## src/rtl/event_pulse_array.sv

```systemverilog
// event_pulse_array: per-channel synchroniser, glitch filter, edge-mode event pulse and sticky status with IRQ.
// Optional saturating per-channel event counters are built when EVENT_PULSE_CNT_EN is defined.
module event_pulse_array #(
    parameter int NUM_CH        = 4,
    parameter int SYNC_STAGES   = 2,
    parameter int FILTER_CYCLES = 1,
    parameter int CNT_WIDTH     = 16
) (
    input  logic                          clk,
    input  logic                          rst_n,
    input  logic [NUM_CH-1:0]             in,
    input  logic [2*NUM_CH-1:0]           mode,
    input  logic [NUM_CH-1:0]             status_clr,
    input  logic [NUM_CH-1:0]             cnt_clr,
    output logic [NUM_CH-1:0]             rise_pulse,
    output logic [NUM_CH-1:0]             fall_pulse,
    output logic [NUM_CH-1:0]             event_pulse,
    output logic [NUM_CH-1:0]             level,
    output logic [NUM_CH-1:0]             status,
    output logic                          irq,
    output logic [CNT_WIDTH*NUM_CH-1:0]   event_cnt
);

    localparam logic [7:0] FILT_LAST = 8'(FILTER_CYCLES - 1);

    logic [NUM_CH-1:0] status_vec_s;
    logic              irq_r;

`ifndef EVENT_PULSE_CNT_EN
    logic              unused_cnt_clr_s;
    assign unused_cnt_clr_s = ^cnt_clr;
`endif

    genvar c;
    generate
        for (c = 0; c < NUM_CH; c++) begin : g_ch
            logic [SYNC_STAGES-1:0] sync_chain_r;
            logic                   sync_s;
            logic [7:0]             stab_cnt_r;
            logic [7:0]             stab_cnt_next_s;
            logic                   level_r;
            logic                   level_next_s;
            logic                   accept_s;
            logic                   rise_next_s;
            logic                   fall_next_s;
            logic                   event_next_s;
            logic                   rise_r;
            logic                   fall_r;
            logic                   event_r;
            logic                   status_r;
            logic                   status_next_s;

            // Synchroniser shift chain for the raw asynchronous input
            always_ff @(posedge clk or negedge rst_n) begin
                if (!rst_n) begin
                    sync_chain_r <= '0;
                end else begin
                    sync_chain_r <= {sync_chain_r[SYNC_STAGES-2:0], in[c]};
                end
            end

            assign sync_s = sync_chain_r[SYNC_STAGES-1];

            // Stability filter: a new level is accepted only after persisting FILTER_CYCLES evaluations
            always_comb begin
                stab_cnt_next_s = 8'd0;
                level_next_s    = level_r;
                accept_s        = 1'b0;
                if (sync_s == level_r) begin
                    stab_cnt_next_s = 8'd0;
                end else if (stab_cnt_r == FILT_LAST) begin
                    stab_cnt_next_s = 8'd0;
                    level_next_s    = sync_s;
                    accept_s        = 1'b1;
                end else begin
                    stab_cnt_next_s = stab_cnt_r + 8'd1;
                end
            end

            // Edge decode, mode gating and sticky status (set beats clear)
            always_comb begin
                rise_next_s   = accept_s & sync_s;
                fall_next_s   = accept_s & ~sync_s;
                event_next_s  = (rise_next_s & mode[2*c]) | (fall_next_s & mode[2*c+1]);
                status_next_s = event_next_s | (status_r & ~status_clr[c]);
            end

            // Per-channel filter, level, pulse and status registers
            always_ff @(posedge clk or negedge rst_n) begin
                if (!rst_n) begin
                    stab_cnt_r <= 8'd0;
                    level_r    <= 1'b0;
                    rise_r     <= 1'b0;
                    fall_r     <= 1'b0;
                    event_r    <= 1'b0;
                    status_r   <= 1'b0;
                end else begin
                    stab_cnt_r <= stab_cnt_next_s;
                    level_r    <= level_next_s;
                    rise_r     <= rise_next_s;
                    fall_r     <= fall_next_s;
                    event_r    <= event_next_s;
                    status_r   <= status_next_s;
                end
            end

            assign rise_pulse[c]   = rise_r;
            assign fall_pulse[c]   = fall_r;
            assign event_pulse[c]  = event_r;
            assign level[c]        = level_r;
            assign status[c]       = status_r;
            assign status_vec_s[c] = status_r;

`ifdef EVENT_PULSE_CNT_EN
            localparam logic [CNT_WIDTH-1:0] CNT_ONE = CNT_WIDTH'(1'b1);
            logic [CNT_WIDTH-1:0] cnt_r;
            logic [CNT_WIDTH-1:0] cnt_next_s;

            // Saturating event counter; a clear coinciding with an event leaves a count of one
            always_comb begin
                cnt_next_s = cnt_r;
                if (cnt_clr[c]) begin
                    if (event_next_s) begin
                        cnt_next_s = CNT_ONE;
                    end else begin
                        cnt_next_s = '0;
                    end
                end else if (event_next_s && (cnt_r != '1)) begin
                    cnt_next_s = cnt_r + CNT_ONE;
                end else begin
                    cnt_next_s = cnt_r;
                end
            end

            // Event counter register
            always_ff @(posedge clk or negedge rst_n) begin
                if (!rst_n) begin
                    cnt_r <= '0;
                end else begin
                    cnt_r <= cnt_next_s;
                end
            end

            assign event_cnt[c*CNT_WIDTH +: CNT_WIDTH] = cnt_r;
`else
            assign event_cnt[c*CNT_WIDTH +: CNT_WIDTH] = '0;
`endif
        end
    endgenerate

    // IRQ follows the registered status flags, so it trails a status change by one cycle
    always_ff @(posedge clk or negedge rst_n) begin
        if (!rst_n) begin
            irq_r <= 1'b0;
        end else begin
            irq_r <= |status_vec_s;
        end
    end

    assign irq = irq_r;

endmodule

```

## config.mk

```make
export PLATFORM = sky130hd
export DESIGN_NAME = event_pulse_array
export DESIGN_NICKNAME = d
export VERILOG_FILES = /design/src/rtl/event_pulse_array.sv
export SDC_FILE = /design/constraint.sdc
export NUM_CORES = 1
export LEC_CHECK = 0
export CAP_MARGIN = 5
export CORE_UTILIZATION = 40
export CTS_BUF_LIST = sky130_fd_sc_hd__clkbuf_8
export CTS_CLUSTER_SIZE = 14
export DETAILED_ROUTE_END_ITERATION = 16
export DONT_BUFFER_PORTS = 1
export PLACE_DENSITY = 0.61
export SYNTH_ARGS = -nofsm -noshare
export SYNTH_HDL_FRONTEND = slang
export SYNTH_SLANG_ARGS = --single-unit
```

## constraint.sdc

```tcl
create_clock -name clk -period 1.4 [get_ports clk]
set_clock_uncertainty 0.15 [all_clocks]
set_input_delay 0.21 -clock clk [delete_from_list [all_inputs] [get_ports clk]]
set_output_delay 0.21 -clock clk [all_outputs]
set_load 0.03 [all_outputs]
```

==> results.rst, run 1 <==
.. list-table::
   :header-rows: 1

   * - Metric
     - Value
   * - Result of the run
     - finished, violations left
   * - Violated checks
     - negative hold slack, negative setup slack
   * - Cell Count Post-Placement
     - about 450
   * - Crit Reg-Reg Endpoint
     - g_ch[2].level_r
   * - Worst-case clock buffer depth
     - 2
   * - Layout area overhead
     - 24.9%
   * - LEAKAGE
     - between 1.5 and 2 nW
   * - Overflow left after global routing
     - 0
   * - Count of inserted antenna diode cells
     - 0
   * - Post-route cell area
     - 4130 um^2
   * - Yosys top cell area share
     - 46.1%
   * - Syn Std Cell Area
     - between 3000 and 4000 um^2
   * - Distinct cell type count of the synthesized netlist
     - 28
   * - Total count of max-transition violations in the final report
     - 0
   * - Cell type group with the largest total delay on the critical path
     - simple AND/OR/NAND/NOR gates
   * - Number of port buffers
     - 0
   * - R2r worst-path depth
     - 5
   * - Detailed-route DRC error count
     - 0
   * - Register share of total power
     - 44.3%
   * - Largest net degree at the start of global routing
     - 62
   * - First-pass iteration count of the detailed router
     - 4
   * - GRT Total Usage
     - 14.9%
   * - Worst Hold Margin
     - -600 ps
   * - Place WS
     - -154 ps
   * - Worst-path fanout max
     - 5
   * - Dominant cell type by area after synthesis
     - dfrtp_1
   * - Post-Syn Instances
     - ~320
   * - Global-route met3 utilization
     - under 10%
   * - GRT busiest layer
     - met2
   * - R2r setup slk
     - -170 ps
   * - Sequence of cells on the critical path
     - inv_2 > ha_4 > nor4b_4 > nand2_2 > mux2_4
   * - TritonCTS Buffers
     - 9
   * - First-pass GRT wire length
     - ~9800 um
   * - Fmax
     - 635 MHz
   * - Nets@finish
     - 406
   * - Startpoint kind of the worst setup timing path
     - flip-flop
   * - Die width
     - approximately 93 um
   * - Vertical die dimension
     - between 90 and 100 um
   * - Kind of end point of the critical path
     - flip-flop
   * - Vias per Instance
     - 4.45
   * - Internal power
     - 3.11 mW
   * - Buffers plus inverters on the worst setup path
     - 1
   * - Total die area
     - 8640 um^2
   * - Top post-synthesis cells by area
     - dfrtp_1 (46%), buf_4 (19%), ha_1 (3.0%), xor2_1 (2.9%), nor4b_4 (2.9%)
   * - Routed vias
     - between 2000 and 2500
   * - Switching part of the total power
     - roughly 27%
   * - Latest clock arrival within the worst-skew pair
     - roughly 350 ps
   * - Final Util
     - between 50% and 60%
   * - Final Hold Fails
     - 61
   * - Post-CTS Hold Fix Bufs
     - 11
   * - Weighted congestion reported at the end of routability-driven placement
     - between 0.7 and 0.8
   * - Slowest library cell on the worst path
     - dfrtp_1
   * - Number of setup violations in the final report
     - 43
   * - Final Routed Wirelength
     - between 6000 and 7000 um
   * - Total core area
     - slightly below 8000 um^2
   * - RR Startpoint
     - g_ch[2].stab_cnt_r[1]
   * - Number of levels the H-tree was split into
     - 3
   * - Number of global-route vias before repair
     - 2085
   * - Standard-cell row count
     - 32
   * - Clock power share
     - between 40% and 50%
   * - Share of power burned in combinational logic
     - 10.2%
   * - Worst path required time
     - 1480 ps
   * - Arrival time worst endpoint
     - approximately 1700 ps
   * - Post-route antenna net violation count
     - 0
   * - Placed Instance Area
     - 3440 um^2
   * - Initial cell density of the core
     - between 40% and 50%
   * - Maximum vdd drop
     - between 0.0005 and 0.0006 V
   * - Number of ports placed on the die boundary
     - between 100 and 150
   * - Detailed Place HPWL
     - 4080 um
   * - Clock tree sinks
     - 61
   * - TritonCTS clock tree
     - done
   * - Seq/Total Area, Yosys
     - 46.1%
   * - Critical path class
     - flip-flop to flip-flop
   * - Average footprint of a synthesized cell
     - around 11 um^2
   * - Pwr Density
     - just over 1000 nW/um^2
   * - Count of warnings emitted by yosys
     - 0
   * - Share of layout cells above drive strength 1
     - a little under two fifths
   * - Crit path setup slack, layout
     - -174 ps
   * - Clock input transition at the sequential cells of the worst setup and hold paths
     - 80 ps
   * - Max-cap check violation count
     - 0
   * - Delay of the slowest critical-path stage
     - 390 ps
   * - Post-synthesis sequential element count
     - 61
   * - Type of the tightest min-delay check
     - primary input to asynchronous set/reset pin
   * - Setup repair after global routing missed its margin
     - yes
   * - Shortest period the worst path allows
     - approximately 1600 ps
   * - Global routing met1 resource utilization
     - 18.2%
   * - Clock tree root buffer cell
     - clkbuf_8
   * - Fraction of met2 tracks used by global routing
     - roughly a quarter
   * - NetSw
     - approximately 1.2 mW
   * - Non-filler cells, final
     - 483
   * - Count of routing violations after the opening detailed-route iteration
     - 80
   * - Number of antenna violations at the first check in global routing
     - 0
   * - Average wire length per cell after detail routing
     - around 13 um
   * - Fraction of the cycle the final worst path needs
     - 112%
[layer usage]
metal	vias to the layer above	part of all wire (%)	routed length (um)
li1	1021	-	-
met5	-	0	0
met4	0	1.3	78
met1	1048	43	2690
met3	8	4.8	298
met2	70	50	3120
[Yosys cell counts]
master and instances:
mux2_4 3, o21a_1 4, xnor2_1 5, nand4_1 2, inv_1 16, nor3b_1 8, nor2_1 19, a21bo_2 4
ha_1 8, a21oi_1 9, o22ai_1 4, o21ai_0 12, nand4_2 3, nor3_1 4, or3_1 12, nand2_2 3
buf_4 84, conb_1 1, dfrtp_1 61, and2_1 2, xor2_1 11, nand3_1 16, nand2_1 9, a21oi_2 3
mux2_2 1, nand3b_1 4, and3_1 3, nor4b_4 4
[power groups by stage]
| stage | sequential [mW] | clock, mW | combinational (mW) |
|---|---|---|---|
| finish | 1.90 | 1.95 | 0.437 |
| CTS | 1.90 | 2.00 | 0.422 |
| global route | 1.90 | 2.08 | 0.465 |
| detailed placement | 1.93 | 0 | 0.378 |
| global placement | 1.93 | 0 | 0.377 |
| floorplan | 1.88 | 0 | 0.557 |
[through the flow]
step                      hold slack (ps)  total power [mW]  setup TNS, ps
after floorplan                      -236              2.44           -352
after global placement               -234              2.30           -455
after detailed placement             -233              2.31          -1080
after CTS                            -619              4.31          -1970
after global routing                 -627              4.45          -6570
final                                -600              4.28          -3310
[cell type report]
cell class / instances / area, um^2
multi-input cells: 217 / 1570
fillers: 709 / 3710
flip-flops and latches: 61 / 1530
clock buffers: 9 / 124
clock inverters: 7 / 124
repair buffers: 71 / 606
inverters: 16 / 60.1
well taps: 102 / 128
[cells by family (layout without fill, tap and decap cells)]
| group | Yosys count | in the layout | share of synthesized area (%) |
|---|---|---|---|
| flip-flops | 61 | 61 | 46.1 |
| multiplexers | 4 | 4 | 1.70 |
| other | 1 | 64 | 0.113 |
| AO/OA/AOI/OAI | 36 | 36 | 6.84 |
| adder cells (fa/ha/maj) | 8 | 8 | 3.02 |
| AND/OR/NAND/NOR | 89 | 89 | 17.1 |
| XOR/XNOR | 16 | 16 | 4.23 |
| buffers and inverters | 100 | 103 | 20.9 |
[state kept, by name, indices dropped and copies added, names as in the netlist]
register and count:
g_ch.event_r 4, g_ch.fall_r 4, g_ch.level_r 4, g_ch.rise_r 4, g_ch.stab_cnt_r 32, g_ch.status_r 4, g_ch.sync_chain_r 8, irq 1
[timing repair]
action,4_1_cts,5_1_grt
gates resized for setup,36,35
pin swaps,18,19
endpoints found under the hold margin,71,61
setup endpoints to repair,38,51
buffers inserted,7,6
[cell usage in the layout, fill, tap and decap left out, types with 5 or more instances in the layout]
master / instances
a21oi_2: 8
buf_4: 48
dfrtp_1: 60
nor3b_2: 8
clkbuf_8: 9
xnor2_1: 5
dlygate4sd3_1: 11
conb_1: 64
nor2_1: 10
xor2_1: 11
or3_1: 7
buf_6: 12
o21ai_0: 12
or3_4: 5
inv_1: 12
nand2_1: 8
nor2_2: 6
nand3_1: 13
[how the worst max path moves through the flow]
stage                           from         endpoint  depth (start not counted)
6_report       g_ch[2].stab_cnt_r[1]  g_ch[2].level_r                          5
3_3_place_gp   g_ch[2].stab_cnt_r[0]   g_ch[2].fall_r                          6
3_5_place_dp   g_ch[2].stab_cnt_r[0]   g_ch[2].fall_r                          6
4_1_cts        g_ch[0].stab_cnt_r[0]  g_ch[0].level_r                          5
2_1_floorplan  g_ch[2].stab_cnt_r[0]  g_ch[2].level_r                          5
5_1_grt        g_ch[3].stab_cnt_r[1]   g_ch[3].rise_r                          6
(Power assumes the default switching activity.)
==> run 2, diff against run 1 <==
- SLEW_MARGIN: unset -> 15
==> results of run 2 <==
The final DEF is identical to that of run 1; final timing and power are the same.
==> run 3, diff against run 2 <==
- DONT_BUFFER_PORTS: 1 -> unset
- PLACE_DENSITY: 0.61 -> 0.79
==> run 3 against run 2 <==
Effect of this change:
- the run ends with negative setup slack left
- first-iteration DRC count fell by 25%
- sequential share of layout area fell by 0.11 points
- sequential cell count did not move
- routed wire length fell by 4.3%
- final area rose by 0.21%
==> results.rst, run 3 (synthesis gave the netlist of run 1 again) <==
.. list-table::
   :header-rows: 1

   * - Metric
     - Value
   * - TritonCTS Buffers
     - 9
   * - Fraction of met2 tracks used by global routing
     - about a quarter
   * - Global routing met1 resource utilization
     - 15.9%
   * - Vertical die dimension
     - between 90 and 100 um
   * - Kind of end point of the critical path
     - flip-flop
   * - Share of layout cells above drive strength 1
     - 31.2%
   * - GRT busiest layer
     - met2
   * - LEAKAGE
     - 1.99 nW
   * - Initial cell density of the core
     - a little over two fifths
   * - Max FFs per register
     - 32
   * - Latest clock arrival within the worst-skew pair
     - 340 ps
   * - Clock tree root buffer cell
     - clkbuf_8
   * - Largest registers ranked by flip-flop count
     - g_ch.stab_cnt_r: 32 flops, g_ch.sync_chain_r: 8 flops
   * - Worst-case clock buffer depth
     - 2
   * - Number of levels the H-tree was split into
     - 3
   * - Detailed-route DRC error count
     - 0
   * - Fraction of the cycle the final worst path needs
     - 111%
   * - Type of the tightest min-delay check
     - primary input to flip-flop
   * - Nets@finish
     - roughly 420
   * - Clock input transition at the sequential cells of the worst setup and hold paths
     - roughly 60 ps
   * - Global-route met3 utilization
     - under 10%
   * - Total core area
     - ~7800 um^2
   * - Place WS
     - -112 ps
   * - Post-route antenna net violation count
     - 0
   * - Setup repair after global routing missed its margin
     - yes
   * - First-pass iteration count of the detailed router
     - 4
   * - Number of port buffers
     - 38
   * - Startpoint kind of the worst setup timing path
     - flip-flop
   * - Overflow left after global routing
     - 0
   * - Detailed Place HPWL
     - roughly 4000 um
   * - Critical path class
     - flip-flop to flip-flop
   * - Total count of max-transition violations in the final report
     - 0
   * - Routed vias
     - 2233
   * - Die width
     - about 93 um
   * - Average wire length per cell after detail routing
     - around 12 um
   * - Register containing the most flip-flops in the final layout
     - g_ch.stab_cnt_r
   * - Worst-path fanout max
     - 4
   * - Standard-cell row count
     - 32
   * - Largest net degree at the start of global routing
     - a little over 60
   * - Number of setup violations in the final report
     - 36
   * - Result of the run
     - finished, violations left
   * - Fmax
     - 645 MHz
   * - TritonCTS clock tree
     - done
   * - GRT Total Usage
     - roughly 15%
   * - Most frequent cells in the layout
     - conb_1 (64), dfrtp_1 (61), buf_4 (44)
   * - Leading cell type in the layout, fill and taps excluded
     - conb_1
   * - Number of antenna violations at the first check in global routing
     - 0
   * - Weighted congestion reported at the end of routability-driven placement
     - 0.778
   * - Number of global-route vias before repair
     - about 2100
   * - Shortest period the worst path allows
     - about 1600 ps
   * - Count of inserted antenna diode cells
     - 0
   * - First-pass GRT wire length
     - 9610 um
   * - Final Hold Fails
     - 0
   * - Pwr Density
     - between 900 and 1000 nW/um^2
   * - Final Routed Wirelength
     - 5930 um
   * - Arrival time worst endpoint
     - approximately 1600 ps
   * - Maximum vdd drop
     - 0.000426 V
   * - Overall Power
     - roughly 4 mW
   * - Total die area
     - just under 9000 um^2
   * - Number of ports placed on the die boundary
     - 107
   * - Violated checks
     - negative setup slack
   * - Worst Hold Margin
     - around 150 ps
   * - Total Negative Setup Slacks
     - -2020 ps
   * - Max-cap check violation count
     - 0
   * - Clock tree sinks
     - roughly 60
   * - Crit path setup slack, layout
     - -151 ps
   * - Vias per Instance
     - about 4.5
   * - Final Util
     - a little over half
   * - Layout area overhead
     - 25.2%
   * - Worst path required time
     - 1480 ps
   * - Count of routing violations after the opening detailed-route iteration
     - 60
run 3: changes by cell type in the layout (fill, tap and decap cells not counted), sizes merged:
cell           change
clkinvlp           -1
clkdlybuf4s50     +16
bufinv             -1
clkdlybuf4s15     +10
dlygate4sd3       -10
inv                +2
run 3: final cells by class:
class | count | area, um^2
clock buffers | 9 | 124
clock inverters | 7 | 82.6
fillers | 701 | 3700
inverters | 16 | 60.1
multi-input cells | 217 | 1430
flip-flops and latches | 61 | 1530
well taps | 102 | 128
repair buffers | 87 | 796
run 3: stage by stage:
step / instance area [um^2] / std cells
6_report: 4140 / 499
5_1_grt: 4140 / 499
4_1_cts: 4100 / 499
3_5_place_dp: 3720 / 476
3_3_place_gp: 3720 / 476
2_1_floorplan: 3550 / 378
run 3: what timing repair did:
item                       CTS  global route
hold buffers                 1             0
buffers inserted             7             2
setup endpoints to repair   48            53
hold endpoints to repair    61             0
pin swaps                    7             4
resized for setup           54            13
run 3: worst paths after layout:
check / start / to / slack, ps / depth (start not counted)
min: in[3] / g_ch[3].sync_chain_r[0] / 150 / 1
max reg2reg: g_ch[3].stab_cnt_r[0] / g_ch[3].level_r / -150 / 5
min reg2reg: g_ch[1].sync_chain_r[0] / g_ch[1].sync_chain_r[1] / 190 / 0
max: g_ch[3].stab_cnt_r[0] / g_ch[3].level_r / -150 / 5
max in group asynchronous: rst_n / g_ch[2].stab_cnt_r[2] / 590 / 3
min in group asynchronous: rst_n / g_ch[1].stab_cnt_r[0] / 250 / 3
run 3: power breakdown:
part / internal [mW] / switching [mW] / total, mW / leakage [nW]
Sequential: 1.82 / 0.0293 / 1.84 / 0.801
Clock: 0.979 / 0.666 / 1.64 / 0.115
Combinational: 0.168 / 0.419 / 0.586 / 1.07
Total: 2.96 / 1.11 / 4.08 / 1.99
run 3: worst max-delay path, stage by stage, from the launching register on:
cell     delay, ps
dfrtp_1        380
inv_1           70
ha_1           140
nor4b_4        240
nand2_2        140
mux2_4         320
run 3: metal layers:
| metal | wire, um | share of wire [%] |
|---|---|---|
| met1 | 2360 | 40 |
| met2 | 3120 | 53 |
| met3 | 314 | 5.3 |
| met4 | 125 | 2.1 |
| met5 | 0 | 0 |
